<file path="src/rtl/reduceron_trace_pkg.sv">
// Shared constants and record layout for the Reduceron run-status trace transmitter.
package reduceron_trace_pkg;

  localparam int unsigned RECORD_BYTES = 8;

  localparam int unsigned EV_GC_START  = 0;
  localparam int unsigned EV_GC_FINISH = 1;
  localparam int unsigned EV_HP        = 2;
  localparam int unsigned EV_FINISH    = 3;
  localparam int unsigned EV_LOST      = 7;

  // Field order is the on-wire byte order, most significant byte first.
  typedef struct packed {
    logic [7:0]  mask;
    logic [15:0] cycle;
    logic [15:0] hp;
    logic [15:0] result;
    logic [7:0]  state;
  } trace_rec_t;

  function automatic logic [7:0] rec_byte(trace_rec_t rec, logic [2:0] idx);
    logic [7:0] b;
    unique case (idx)
      3'd0: b = rec.mask;
      3'd1: b = rec.cycle[15:8];
      3'd2: b = rec.cycle[7:0];
      3'd3: b = rec.hp[15:8];
      3'd4: b = rec.hp[7:0];
      3'd5: b = rec.result[15:8];
      3'd6: b = rec.result[7:0];
      3'd7: b = rec.state;
    endcase
    return b;
  endfunction

endpackage

</file>
<file path="src/rtl/reduceron_trace_tx_fifo.sv">
// Synchronous record FIFO with simultaneous push/pop; head is visible combinationally.
module trace_fifo
  import reduceron_trace_pkg::*;
#(
  parameter int unsigned Depth = 4
) (
  input  logic       clk_i,
  input  logic       rst_ni,
  input  logic       push_i,
  input  logic       pop_i,
  input  trace_rec_t wdata_i,
  output trace_rec_t rdata_o,
  output logic       full_o,
  output logic       empty_o,
  output logic       single_o
);

  localparam int unsigned AW = $clog2(Depth);
  localparam logic [AW:0] FullCount = Depth[AW:0];
  localparam logic [AW:0] OneCount  = {{AW{1'b0}}, 1'b1};

  trace_rec_t      mem_q [Depth];
  logic [AW-1:0]   wr_ptr_q, rd_ptr_q;
  logic [AW:0]     count_q, count_d;
  logic            do_pop;

  assign do_pop   = pop_i && (count_q != '0);
  assign rdata_o  = mem_q[rd_ptr_q];
  assign full_o   = (count_q == FullCount);
  assign empty_o  = (count_q == '0);
  assign single_o = (count_q == OneCount);

  always_comb begin
    count_d = count_q;
    if (push_i && !do_pop) begin
      count_d = count_q + 1'b1;
    end else if (!push_i && do_pop) begin
      count_d = count_q - 1'b1;
    end
  end

  always_ff @(posedge clk_i or negedge rst_ni) begin
    if (!rst_ni) begin
      wr_ptr_q <= '0;
      rd_ptr_q <= '0;
      count_q  <= '0;
    end else begin
      count_q <= count_d;
      if (push_i) wr_ptr_q <= wr_ptr_q + 1'b1;
      if (do_pop) rd_ptr_q <= rd_ptr_q + 1'b1;
    end
  end

  // Storage needs no reset: contents are only observed while count_q says they are valid.
  always_ff @(posedge clk_i) begin
    if (push_i) mem_q[wr_ptr_q] <= wdata_i;
  end

endmodule

</file>
<file path="src/rtl/reduceron_trace_tx.sv">
// Captures Reduceron GC, heap-pointer and finish events as timestamped 8-byte records
// and streams them out byte-wise over a valid/ready link.
module reduceron_trace_tx
  import reduceron_trace_pkg::*;
#(
  parameter int unsigned FIFO_DEPTH = 4
) (
  input  logic        clock,
  input  logic        reset_n,
  input  logic [15:0] r,
  input  logic [6:0]  s,
  input  logic [12:0] h,
  input  logic        finish,
  output logic [7:0]  tx_data,
  output logic        tx_valid,
  input  logic        tx_ready,
  output logic        overflow,
  output logic        done
);

  localparam logic [2:0] LastIdx = 3'(RECORD_BYTES - 1);

  typedef enum logic [0:0] {StIdle, StSend} ser_state_e;

  logic [15:0] cycle_q;
  logic        gc_q;
  logic [12:0] hp_q;
  logic        captured_finish_q, lost_pending_q, overflow_q, done_q;
  ser_state_e  state_q;
  logic [2:0]  idx_q;
  logic        valid_q;

  logic [7:0]  ev_mask;
  logic        capture, push, pop, drop, avail_next;
  logic        fifo_full, fifo_empty, fifo_single;
  trace_rec_t  rec_d, head;

  always_comb begin
    ev_mask               = '0;
    ev_mask[EV_GC_START]  = s[5] & ~gc_q;
    ev_mask[EV_GC_FINISH] = ~s[5] & gc_q;
    ev_mask[EV_HP]        = (h != hp_q);
    ev_mask[EV_FINISH]    = finish;
    ev_mask[EV_LOST]      = lost_pending_q;
  end

  always_comb begin
    rec_d.mask   = ev_mask;
    rec_d.cycle  = cycle_q;
    rec_d.hp     = {3'b000, h};
    rec_d.result = r;
    rec_d.state  = {1'b0, s};
  end

  assign capture = ~captured_finish_q & (|ev_mask[3:0]);
  assign pop     = valid_q & tx_ready & (idx_q == LastIdx);
  // A pop in the same cycle frees the slot, so a full FIFO still accepts the push.
  assign push    = capture & (~fifo_full | pop);
  assign drop    = capture & fifo_full & ~pop;
  assign avail_next = push | (~fifo_empty & ~(pop & fifo_single));

  trace_fifo #(
    .Depth(FIFO_DEPTH)
  ) u_fifo (
    .clk_i   (clock),
    .rst_ni  (reset_n),
    .push_i  (push),
    .pop_i   (pop),
    .wdata_i (rec_d),
    .rdata_o (head),
    .full_o  (fifo_full),
    .empty_o (fifo_empty),
    .single_o(fifo_single)
  );

  always_ff @(posedge clock or negedge reset_n) begin
    if (!reset_n) begin
      cycle_q           <= '0;
      gc_q              <= 1'b0;
      hp_q              <= '0;
      captured_finish_q <= 1'b0;
      lost_pending_q    <= 1'b0;
      overflow_q        <= 1'b0;
    end else begin
      cycle_q <= cycle_q + 1'b1;
      gc_q    <= s[5];
      hp_q    <= h;
      if (capture && finish) captured_finish_q <= 1'b1;
      if (drop) begin
        lost_pending_q <= 1'b1;
        overflow_q     <= 1'b1;
      end else if (push) begin
        lost_pending_q <= 1'b0;
      end
    end
  end

  always_ff @(posedge clock or negedge reset_n) begin
    if (!reset_n) begin
      state_q <= StIdle;
      idx_q   <= '0;
      valid_q <= 1'b0;
      done_q  <= 1'b0;
    end else begin
      unique case (state_q)
        StIdle: begin
          if (avail_next) begin
            state_q <= StSend;
            idx_q   <= '0;
            valid_q <= 1'b1;
          end
        end
        StSend: begin
          if (valid_q && tx_ready) begin
            if (idx_q == LastIdx) begin
              if (head.mask[EV_FINISH]) done_q <= 1'b1;
              idx_q <= '0;
              if (!avail_next) begin
                state_q <= StIdle;
                valid_q <= 1'b0;
              end
            end else begin
              idx_q <= idx_q + 1'b1;
            end
          end
        end
        default: begin
          state_q <= StIdle;
          valid_q <= 1'b0;
        end
      endcase
    end
  end

  assign tx_valid = valid_q;
  assign tx_data  = valid_q ? rec_byte(head, idx_q) : 8'h00;
  assign overflow = overflow_q;
  assign done     = done_q;

endmodule

</file>
<file path="config.mk">
export PLATFORM = sky130hd
export DESIGN_NAME = reduceron_trace_tx
export DESIGN_NICKNAME = d
export VERILOG_FILES = /design/src/rtl/reduceron_trace_pkg.sv /design/src/rtl/reduceron_trace_tx_fifo.sv /design/src/rtl/reduceron_trace_tx.sv
export SDC_FILE = /design/constraint.sdc
export NUM_CORES = 1
export LEC_CHECK = 0
export BUFFER_PORTS_ARGS = -buffer_cell sky130_fd_sc_hd__buf_2
export CORE_MARGIN = 5
export CORE_UTILIZATION = 40
export CTS_BUF_LIST = sky130_fd_sc_hd__clkbuf_8 sky130_fd_sc_hd__clkbuf_16
export DETAILED_ROUTE_END_ITERATION = 10
export GPL_TIMING_DRIVEN = 1
export PLACE_DENSITY = 0.52
export REMOVE_ABC_BUFFERS = 1
export SLEW_MARGIN = 25
export SYNTH_ARGS = -nofsm -noshare
export SYNTH_HDL_FRONTEND = slang
export SYNTH_HIERARCHICAL = 1
export SYNTH_SLANG_ARGS = --single-unit
</file>
<file path="constraint.sdc">
create_clock -name clock -period 4.12 [get_ports clock]
set_clock_uncertainty 0.05 [all_clocks]
set_input_delay 0.206 -clock clock [delete_from_list [all_inputs] [get_ports clock]]
set_output_delay 0.206 -clock clock [all_outputs]
set_load 0.1 [all_outputs]
</file>
; Word level (Yosys, flattened, before mapping)
; Memories as Yosys holds them, arrays and structs flattened.
; Index checks and enable logic that the tools add are counted.
[totals]
ff_bits = 46
latchBits = 0
ramBits = 228
mem_bits_ro = 0
inputBits = 40
output_inout_bits = 11
wordCells = 91
n_memories = 1
[op_classes]
add_sub_neg = 6
n_mul = 0
div = 0
magnitude_cmp = 0
n_eq_ne = 14
shifts = 0
mux = 21
n_bitwise = 20
reduce_logical = 16
[memory_table]
columns = memory, depth, word_bits, read_ports, rd_ports_with_merged_regs, write_ports, line
row1 = u_fifo.mem_q, 4, 57, 1, 0, 1, reduceron_trace_tx_fifo.sv:22  ; trace_rec_t mem_q [Depth];
[op_table]
columns = cell, count
row1 = $pmux 8 s8, 1
row2 = $add 16x1->16 const B, 1
row3 = $eq 3x3->1 const B, 5
row4 = $mux 3, 5
row5 = $ne 13x13->1, 1
row6 = $mux 1, 11
row7 = $and 1x1->1, 10
row8 = $mux 8, 1
row9 = $not 1->1, 8
row10 = $reduce_and 4->1, 2
row11 = $add 3x1->3 const B, 2
row12 = $eq 3x1->1 const B, 2
row13 = $eq 3x2->1 const B, 2
row14 = $logic_not 3->1, 2
row15 = $pmux 3 s2, 1
row16 = $logic_and 1x1->1, 5
row17 = $add 2x1->2 const B, 2
row18 = $ne 2x1->1 const B, 2
row19 = $ne 2x2->1 const B, 2
row20 = $pmux 1 s2, 2
row21 = $reduce_bool 2->1, 2
row22 = $reduce_or 4->1, 1
row23 = $reduce_bool 3->1, 1
row24 = $sub 3x1->3 const B, 1
row25 = other kinds (3), 5

; Depth between registers and ports, before layout
; Gate-level depths: netlist of the first run.
[logic_depth]
depth_word = 10
depth_mapped = 10
ltp_nobuf = 9

; Modules after synthesis
; The synthesis of the first run kept the hierarchy.
[modules_own_cells]
columns = mod, instances, cells_per_inst, area_each_um2, seq_area_each_um2
row1 = trace_fifo, 1, 376, 9676.8, 7862.5
row2 = reduceron_trace_tx, 1, 206, 2178.3, 975.9

; Least setup slack after synthesis of the first run
; OpenSTA, ideal clock, no wires.
[synth_path]
path_type = register to register
startpoint = reg valid_q (netlist: tx_valid)
endpoint = mem u_fifo/mem_q[2][0] in the netlist's numbering (enable)
setup_time_ps = 429
t_arrival_ps = 3430
t_required_ps = 3641
setup_slack_ps = 211
path_stages_with_launch = 5
n_path_buf = 0
period_less_slack_ps = 3909
path_cell_list = dfrtp_1 > nand3_1 > and2_1 > a211oi_2 > and2_1
[synth_between]
elab_chain_len = 6
[synth_rtl]
columns = item, line
row1 = start: declaration, reduceron_trace_tx.sv:31  ; logic valid_q;
row2 = start signal: assignment, reduceron_trace_tx.sv:102  ; valid_q <= 1'b0;
row3 = start signal: assignment, reduceron_trace_tx.sv:110  ; valid_q <= 1'b1;
row4 = start signal: assignment, reduceron_trace_tx.sv:120  ; valid_q <= 1'b0;
row5 = $and 1x1->1 (2 in series), reduceron_trace_tx.sv:56  ; assign pop = valid_q & tx_ready & (idx_q == LastIdx);
row6 = $or 1x1->1, reduceron_trace_tx.sv:58  ; assign push = capture & (~fifo_full | pop);
row7 = $and 1x1->1, reduceron_trace_tx.sv:58
row8 = via push, reduceron_trace_tx.sv:34  ; logic capture, push, pop, drop, avail_next;
row9 = $mux 1, reduceron_trace_tx_fifo.sv:56  ; if (push_i) mem_q[wr_ptr_q] <= wdata_i;
row10 = $mux 1 (not written as such), reduceron_trace_tx_fifo.sv:56
row11 = end: declaration, reduceron_trace_tx_fifo.sv:22
; The timed path passes the listed nets, and every way through them passes these cells.

==> results of run 1 <==
[logic make-up after synthesis]
logic type,Yosys count,synth area share (%)
and+or+nand+nor,78,3.652
AOI/OAI and AO/OA,41,2.681
other,1,0.03163
buffers and inverters,37,1.826
xor gates and xnor gates,33,2.438
adders and majority gates,16,1.689
muxes,74,13.13
DFF,302,74.55
[tightest hold or removal path, delay by kind of cell]
kind          cells  cell delay (ns)
simple gates      3             0.28
buf+inv           1             0.12
[path summary, 6_finish.rpt]
check                                      end  slack (ns)               start
setup / recovery                    tx_data[5]        0.48  u_fifo/rd_ptr_q[0]
setup reg to reg           u_fifo/mem_q[3][39]        1.06            idx_q[0]
hold / removal                         state_q        0.05            tx_ready
max in group asynchronous   u_fifo/rd_ptr_q[0]        3.23             reset_n
min in group asynchronous             hp_q[12]        0.26             reset_n
hold reg to reg                       overflow        0.43            overflow
[power groups by stage]
stage	Sequential (mW)	Combinational (mW)	Clock, mW
2_1_floorplan	3.76	1.64	0
3_3_place_gp	3.58	2.44	0
3_5_place_dp	3.59	2.45	0
4_1_cts	3.53	2.49	2.96
5_1_grt	3.54	2.61	3.09
6_report	3.52	2.45	2.88
[area by class of cell]
type	instances	area, um^2	share of cell area, %
Tap cell	390	488.0	3.433
Timing Repair Buffer	107	848.3	5.968
Clock inverter	25	266.5	1.875
Sequential cell	302	8843	62.22
Multi-Input combinational cell	270	2912	20.48
Clock buffer	33	803.3	5.651
Inverter	14	52.55	0.3697
[flip-flops by register name (all words and copies together), names as in the netlist]
register           flops
u_fifo/mem_q         256
cycle_q               16
hp_q                  13
idx_q                  3
u_fifo/count_q         3
u_fifo/rd_ptr_q        2
u_fifo/wr_ptr_q        2
captured_finish_q      1
done                   1
gc_q                   1
lost_pending_q         1
overflow               1
state_q                1
tx_valid               1
[through the flow]
step	cells	worst slack (ns)	instance area, um^2	utilization (%)
after floorplan	586	-0.8664	11790	-
after global placement	1045	0.8973	12760	43.29
after detailed placement	1045	0.9702	12760	43.29
after CTS	1141	0.3739	14210	48.21
after global routing	1141	0.2871	14210	48.21
final	1141	0.4819	14210	48.21
[synthesized netlist by cell type (2+ instances only)]
| cell type | count |
|---|---|
| xor2_1 | 18 |
| nand2_1 | 16 |
| buf_6 | 8 |
| and2_1 | 9 |
| mux2_2 | 8 |
| o211ai_1 | 2 |
| o21ai_0 | 5 |
| a221oi_1 | 4 |
| a32oi_1 | 4 |
| buf_4 | 2 |
| nand3_1 | 16 |
| and3_1 | 4 |
| nand4_1 | 3 |
| ha_1 | 16 |
| buf_2 | 8 |
| a21oi_1 | 5 |
| nor2b_1 | 13 |
| clkbuf_1 | 4 |
| nor2_1 | 4 |
| inv_1 | 14 |
| a31oi_1 | 3 |
| a21o_1 | 2 |
| nor3_1 | 3 |
| dfrtp_1 | 46 |
| mux4_2 | 64 |
| edfxtp_1 | 256 |
| nor4_1 | 2 |
| a22oi_1 | 4 |
| xnor2_1 | 15 |
| a222oi_1 | 8 |
| and4_1 | 2 |
[what timing repair did]
item / in CTS / in global routing
hold buffers: 38 / 0
resized for setup: 0 / 0
endpoints found under the hold margin: 209 / 0
setup endpoints to repair: 0 / 0
buffers inserted: 0 / 0
[per-layer routing]
layer / global-route usage, % / wire length [um] / vias up
met5: 0 / 0 / -
met4: 3.212 / 342 / 0
met3: 2.212 / 995 / 31
met2: 24.48 / 12060 / 118
met1: 21.00 / 10980 / 3014
li1: - / - / 2613
==> impl_metrics.csv, run 1 <==
group,metric,value,unit
status,outcome,"finished, final reports clean",
routing,first_pass_iters,5,
clocking,cts-root-buf,"clkbuf_16",
setup_path,worstSetupPathType,"flop to primary output",
die,dieWidth,182.2,um
power_and_ir_drop,sequentialPowerShare,39.8,%
setup_path,worstSetupStartpointType,"flop",
sta,rsz0062_at_grt,"false",
power_and_ir_drop,p_comb_share,27.7,%
sta,hold_violations,0,
routing,wl,24380,um
die,design.die.area,33180,um^2
synth,synth_cell_types,45,
power_and_ir_drop,clock_power_share,32.6,%
clocking,cts.sinks,302,
synth,yosysSeqAreaShare,74.55,%
setup_path,cp.arrival,3.38,ns
routing,drc,0,
hold_path,holdPathStages,4,
sta,fmax,0.2749,GHz
power_and_ir_drop,power.leakage,5.122,nW
setup_path,cp.buffers_inverters,2,
final_layout,layout_common_cells,"edfxtp_1 (256), mux4_2 (64), buf_2 (50)",
final_layout,nets,782,
clocking,clk_pin_slew,0.06,ns
power_and_ir_drop,finalPower,8.852,mW
die,placeableCoreArea,29480,um^2
setup_path,endpoint_kind,"primary output",
power_and_ir_drop,peakVddDrop,0.0004812,V
sta,slew_viol_final,0,
sta,timing.final.crit_period,3.638,ns
final_layout,drive_above_1_share,27.03,%
synth,yosys_register_bits,302,
placement,io_buffers,50,
clocking,htreeDepth,1,
global_route,overflow,0,
final_layout,num-fill-cells,2502,
synth,async_reset_ff_share,15.23,%
synth,mappedNetlistArea,11860,um^2
placement,gp_congestion,0.7429,
final_layout,antennaDiodeCount,0,
power_and_ir_drop,intPower,6.013,mW
job,drv_cap,0,
setup_path,slowest_stage,"dfrtp_4",
final_layout,final_common_cell,"edfxtp_1",
setup_path,required,3.86,ns
clocking,clk_latency,0.55,ns
power_and_ir_drop,swShare,32.07,%
clocking,cts_tree,"done",
setup_path,critPathMaxFanout,30,
clocking,clockBufferDepth,3,
final_layout,area_growth,19.89,%
setup_path,cpPeakStageDelay,0.67,ns
routing,drt_iter0_drc,412,
synth,synth_area_leaders,"edfxtp_1 (65%), mux4_2 (12%), dfrtp_1 (9.7%)",
die,start_util,40.21,%
synth,synth_top_cell_by_area,"edfxtp_1",
setup_path,cp_cell_sequence,"buf_12 -> mux4_2 -> a222oi_1 -> nand2_1 -> a221oi_1 -> nor2b_1 -> buf_2",
sta,finalSetupViolations,0,
synth,yosysWarnings,6,
routing,wl_per_cell,21.37,um
placement,place_hpwl,15470,um
sta,holdWs,0.04826,ns
setup_path,cp_num_cells,7,
die,num_rows,63,
routing,viasPerCell,5.062,
synth,synth_ff_type,"edfxtp_1",
die,die_height,182.2,um
clocking,numCtsBuffers,31,
power_and_ir_drop,power.density,622.8,nW/um^2
global_route,grt_pass1_vias,6149,
sta,timing.final.crit_share,88.30,%
sta,final.setup.tns,0,ns
global_route,track_usage,14.77,%
routing,via_count,5776,
synth,synth_top_area_share,64.84,%
hold_path,min_path_type,"primary input to flop",
synth,syn_inst,582,
global_route,grt_max_degree,47,
setup_path,path_delay_family,"compound AO/OA/AOI/OAI gates",
global_route,grt_pass1_wl,37470,um
global_route,antenna_found_initial,0,
routing,ant_nets,0,
die,ios,51,
synth,synth_edf_count,256,
sta,tightest_slew,0.6987,ns
synth,avgSynthCellArea,20.37,um^2
setup_path,rr_worst_depth,8,
power_and_ir_drop,p_switching,2.839,mW
sta,slew_headroom,52.99,%
Power figures use the tool's default switching activity.
==> run 2: changes to the inputs <==
--- a/config.mk
+++ b/config.mk
@@ -11,7 +11,7 @@
 export CTS_BUF_LIST = sky130_fd_sc_hd__clkbuf_8 sky130_fd_sc_hd__clkbuf_16
 export DETAILED_ROUTE_END_ITERATION = 10
 export GPL_TIMING_DRIVEN = 1
-export PLACE_DENSITY = 0.52
+export PLACE_DENSITY = 0.68
 export REMOVE_ABC_BUFFERS = 1
 export SLEW_MARGIN = 25
 export SYNTH_ARGS = -nofsm -noshare
==> impl_metrics.csv, run 2 (synthesized netlist as in run 1, its figures left out) <==
group,metric,value,unit
global_route,antenna_found_initial,0,
final_layout,ff_latch_area,8843,um^2
clocking,cts.sinks,302,
hold_path,min_path_type,"primary input to flop",
sta,timing.final.crit_share,85.84,%
clocking,cts_resized,0,
status,outcome,"finished, final reports clean",
sta,fmax,0.2828,GHz
sta,finalSetupViolations,0,
power_and_ir_drop,power.leakage,5.076,nW
global_route,grt_max_degree,65,
placement,gp_congestion,0.7343,
final_layout,multiInputGateArea,2912,um^2
routing,wl,23010,um
clocking,clk_latency,0.54,ns
setup_path,cpPeakStageDelay,0.72,ns
clocking,htreeDepth,1,
sta,tightest_slew,0.6651,ns
die,ios,51,
final_layout,area_growth,19.52,%
hold_path,hold-path-endpoint,"state_q",
routing,wl_per_cell,20.27,um
die,placeableCoreArea,29480,um^2
routing,via_count,5797,
setup_path,r2r_start,"idx_q[2]",
hold_path,holdPathStages,4,
setup_path,rr_worst_depth,7,
die,start_util,40.21,%
sta,holdWs,0.04636,ns
clocking,numCtsBuffers,30,
global_route,grt_pass1_vias,6292,
global_route,use_met3,1.854,%
sta,slew_headroom,55.66,%
sta,timing.final.crit_period,3.537,ns
setup_path,worstSetupStartpointType,"flop",
setup_path,endpoint_kind,"primary output",
global_route,grt_pass1_wl,36430,um
global_route,grt_use_met2,24.14,%
final_layout,largest_register_ffs,256,
sta,slew_viol_final,0,
placement,place_hpwl,13990,um
clocking,cts_hold_buf,38,
placement,io_buffers,50,
clocking,cts_tree,"done",
clocking,clk_pin_slew,0.06,ns
final_layout,drive_above_1_share,27.11,%
routing,viasPerCell,5.107,
job,drv_cap,0,
clocking,clockBufferDepth,3,
routing,ant_nets,0,
die,die_height,182.2,um
final_layout,reg.largest.list,"u_fifo/mem_q (256), cycle_q (16), hp_q (13)",
placement,dp_slack,1.117,ns
setup_path,cp_cell_sequence,"buf_12 -> mux4_2 -> a222oi_1 -> nand2_1 -> a221oi_1 -> nor2b_1 -> buf_2",
setup_path,worstSetupPathType,"flop to primary output",
routing,first_pass_iters,4,
final_layout,regMostFlops,"u_fifo/mem_q",
routing,drt_iter0_drc,409,
global_route,track_usage,13.85,%
setup_path,required,3.86,ns
hold_path,min_from,"tx_ready",
setup_path,cp.arrival,3.28,ns
clocking,cts-root-buf,"clkbuf_16",
final_layout,final_common_cell,"edfxtp_1",
final_layout,nets,777,
final_layout,layout_common_cells,"edfxtp_1 (256), mux4_2 (64), buf_2 (50)",
setup_path,cp.buffers_inverters,2,
power_and_ir_drop,power.density,613.4,nW/um^2
setup_path,ff2ff_setup_slack,1.19,ns
sta,hold_violations,0,
die,num_rows,63,
sta,rsz0062_at_grt,"false",
setup_path,r2r-end,"u_fifo/mem_q[1][36]",
power_and_ir_drop,finalPower,8.691,mW
die,design.die.area,33180,um^2
global_route,grt_use_met1,18.73,%
setup_path,critPathMaxFanout,21,
sta,setup_ws,0.5835,ns
routing,drc,0,
die,dieWidth,182.2,um
final_layout,instances_no_fill,1135,
setup_path,path_delay_family,"flip-flops",
clocking,post_cts_buffers,0,
power_and_ir_drop,peakVddDrop,0.0003229,V
global_route,overflow,0,
final_layout,antennaDiodeCount,0,
global_route,grt-busiest-layer,"met2",
setup_path,slowest_stage,"dfrtp_4",
final_layout,num-fill-cells,2429,
placement,place_inst,1041,
sta,final.setup.tns,0,ns
[run 2: worst max-delay path by stage]
stage | start | end | slack [ns] | depth (start not counted)
after floorplan | u_fifo/rd_ptr_q[0] | tx_data[3] | -0.87 | 6
after global placement | u_fifo/rd_ptr_q[0] | tx_data[3] | 1.15 | 7
after detailed placement | u_fifo/rd_ptr_q[0] | tx_data[3] | 1.12 | 7
after CTS | u_fifo/rd_ptr_q[0] | tx_data[6] | 0.50 | 7
after global routing | u_fifo/rd_ptr_q[0] | tx_data[6] | 0.34 | 7
final | u_fifo/rd_ptr_q[0] | tx_data[6] | 0.58 | 7
[run 2: power breakdown]
part	internal (mW)	total [mW]	switching, mW
clock	1.64	2.74	1.11
sequential	3.37	3.52	0.150
combinational	0.885	2.43	1.55
[run 2: through the flow]
step	area (um^2)	utilization, %
2_1_floorplan	11790	-
3_3_place_gp	12760	43.28
3_5_place_dp	12760	43.28
4_1_cts	14170	48.06
5_1_grt	14170	48.06
6_report	14170	48.06
[run 2: worst register-to-register path: stages, from the launching register on]
cell and delay, ns:
dfrtp_1 0.33, buf_4 0.29, ha_1 0.23, nand3_1 0.12, and2_1 0.25, a211oi_2 0.55
and2_4 0.52, buf_12 0.27
[run 2: area by class of cell]
cell class	instances	area share, %
Sequential cell	302	62.41
Multi-Input combinational cell	270	20.55
Clock buffer	39	6.252
Timing Repair Buffer	103	5.951
Tap cell	390	3.444
Clock inverter	17	1.024
Inverter	14	0.3709
[run 2: metal layers]
| layer | routed length [um] | share of wire [%] |
|---|---|---|
| met2 | 11660 | 51 |
| met5 | 0 | 0 |
| met4 | 344 | 1.5 |
| met1 | 9895 | 43 |
| met3 | 1110 | 4.8 |
==> run 3: changes to the inputs <==
--- a/config.mk
+++ b/config.mk
@@ -12,6 +12,7 @@
 export DETAILED_ROUTE_END_ITERATION = 10
 export GPL_TIMING_DRIVEN = 1
 export PLACE_DENSITY = 0.68
+export RECOVER_POWER = 50
 export REMOVE_ABC_BUFFERS = 1
 export SLEW_MARGIN = 25
 export SYNTH_ARGS = -nofsm -noshare
==> impl_metrics.csv, run 3 (synthesized netlist as in run 1, its figures left out) <==
group,metric,value,unit
setup_path,slowest_stage,"dfrtp_4",
setup_path,endpoint_kind,"primary output",
setup_path,r2r-end,"u_fifo/mem_q[1][36]",
setup_path,r2r_start,"idx_q[2]",
placement,place_hpwl,13990,um
die,design.die.area,33180,um^2
setup_path,critPathMaxFanout,21,
final_layout,area_growth,19.09,%
global_route,grt_pass1_wl,36430,um
die,placeableCoreArea,29480,um^2
final_layout,antennaDiodeCount,0,
placement,gp_congestion,0.7343,
clocking,clk_pin_slew,0.06,ns
power_and_ir_drop,finalPower,8.689,mW
placement,io_buffers,50,
status,outcome,"finished with violations",
setup_path,ff2ff_setup_slack,1.21,ns
setup_path,worstSetupStartpointType,"flop",
routing,via_count,5810,
final_layout,instances_no_fill,1135,
final_layout,regMostFlops,"u_fifo/mem_q",
die,ios,51,
setup_path,rr_worst_depth,7,
die,num_rows,63,
final_layout,final_common_cell,"edfxtp_1",
die,die_height,182.2,um
global_route,overflow,0,
power_and_ir_drop,power.density,615.4,nW/um^2
routing,ant_nets,0,
sta,rsz0062_at_grt,"false",
die,dieWidth,182.2,um
power_and_ir_drop,power.leakage,4.967,nW
final_layout,layout_common_cells,"edfxtp_1 (256), mux4_2 (64), dfrtp_1 (44)",
clocking,cts-root-buf,"clkbuf_16",
hold_path,holdPathStages,4,
job,drv_cap,1,
final_layout,drive_above_1_share,21.88,%
placement,post_dp_cell_area,12760,um^2
status,violations,"max-capacitance violations, max-slew violations",
sta,timing.final.crit_share,85.75,%
setup_path,cp_cell_sequence,"buf_12 -> mux4_2 -> a222oi_1 -> nand2_1 -> a221oi_1 -> nor2b_1 -> buf_2",
clocking,cts_tree,"done",
final_layout,nets,777,
clocking,post_cts_buffers,0,
sta,slew_viol_final,27,
setup_path,required,3.86,ns
sta,hold_violations,0,
routing,wl,22940,um
final_layout,reg.largest.list,"u_fifo/mem_q (256), cycle_q (16), hp_q (13)",
global_route,grt_pass1_vias,6292,
setup_path,cpPeakStageDelay,0.73,ns
clocking,numCtsBuffers,30,
clocking,cts_resized,0,
sta,timing.final.crit_period,3.533,ns
hold_path,min_path_type,"primary input to flop",
clocking,clockBufferDepth,3,
sta,slew_headroom,-6.897,%
placement,place_inst,1041,
sta,tightest_slew,1.603,ns
setup_path,worstSetupPathType,"flop to primary output",
clocking,clk_latency,0.54,ns
routing,viasPerCell,5.119,
routing,drt_iter0_drc,417,
sta,finalSetupViolations,0,
clocking,htreeDepth,1,
routing,drc,0,
global_route,grt_max_degree,65,
die,start_util,40.21,%
power_and_ir_drop,peakVddDrop,0.0003228,V
global_route,antenna_found_initial,0,
final_layout,final_cell_area,14120,um^2
global_route,track_usage,13.85,%
setup_path,startpoint,"u_fifo/rd_ptr_q[0]",
routing,first_pass_iters,5,
setup_path,cp.arrival,3.28,ns
routing,wl_per_cell,20.21,um
setup_path,crit_end,"tx_data[6]",
sta,fmax,0.2830,GHz
final_layout,largest_register_ffs,256,
clocking,cts.sinks,302,
run 3: power breakdown:
| part | internal [mW] | leakage [nW] | switching, mW |
|---|---|---|---|
| clock network | 1.64 | 0.525 | 1.10 |
| registers | 3.37 | 2.97 | 0.152 |
| logic | 0.880 | 1.47 | 1.55 |
| total | 5.88 | 4.97 | 2.81 |
run 3: worst max-delay path, delay by kind of cell (launching register included):
family | cells | cell delay, ns
buf+inv | 2 | 0.58
mux | 1 | 0.53
flops | 1 | 0.73
simple gates | 2 | 0.25
compound gates | 2 | 0.62
run 3: metal layers:
| layer | global-route usage, % | vias up | part of all wire, % |
|---|---|---|---|
| met1 | 18.73 | 3022 | 43 |
| met3 | 1.854 | 34 | 5.0 |
| li1 | - | 2606 | - |
| met4 | 3.122 | 0 | 1.5 |
| met5 | 0 | - | 0 |
| met2 | 24.14 | 148 | 51 |
run 3: worst min-delay path by stage:
stage	slack, ns	endpoint	startpoint
floorplan	-0.14	captured_finish_q	reset_n
global placement	0.23	hp_q[1]	reset_n
detailed placement	0.24	hp_q[1]	reset_n
CTS	0.03	state_q	tx_ready
global route	0.06	state_q	tx_ready
finish	0.05	state_q	tx_ready
run 3: cell type report:
class,instances,area [um^2]
multi-input cells,270,2912
flip-flops and latches,302,8843
well taps,390,488.0
fillers,2439,15360
clock inverters,17,145.1
inverters,14,52.55
clock buffers,39,885.9
repair buffers,103,792.0
run 3: timing repair:
action	CTS	global route
hold endpoints to repair	188	0
setup endpoints to repair	0	0
hold buffers	38	0
run 3: metrics by stage:
| step | setup slack (ns) | setup TNS, ns | hold slack, ns | util, % |
|---|---|---|---|---|
| final | 0.5870 | 0 | 0.04786 | 47.89 |
| after floorplan | -0.8664 | -6.699 | -0.1396 | - |
| after detailed placement | 1.117 | 0 | 0.2364 | 43.28 |
| after global routing | 0.3373 | 0 | 0.06282 | 47.89 |
| after global placement | 1.154 | 0 | 0.2253 | 43.28 |
| after CTS | 0.4980 | 0 | 0.03068 | 48.06 |
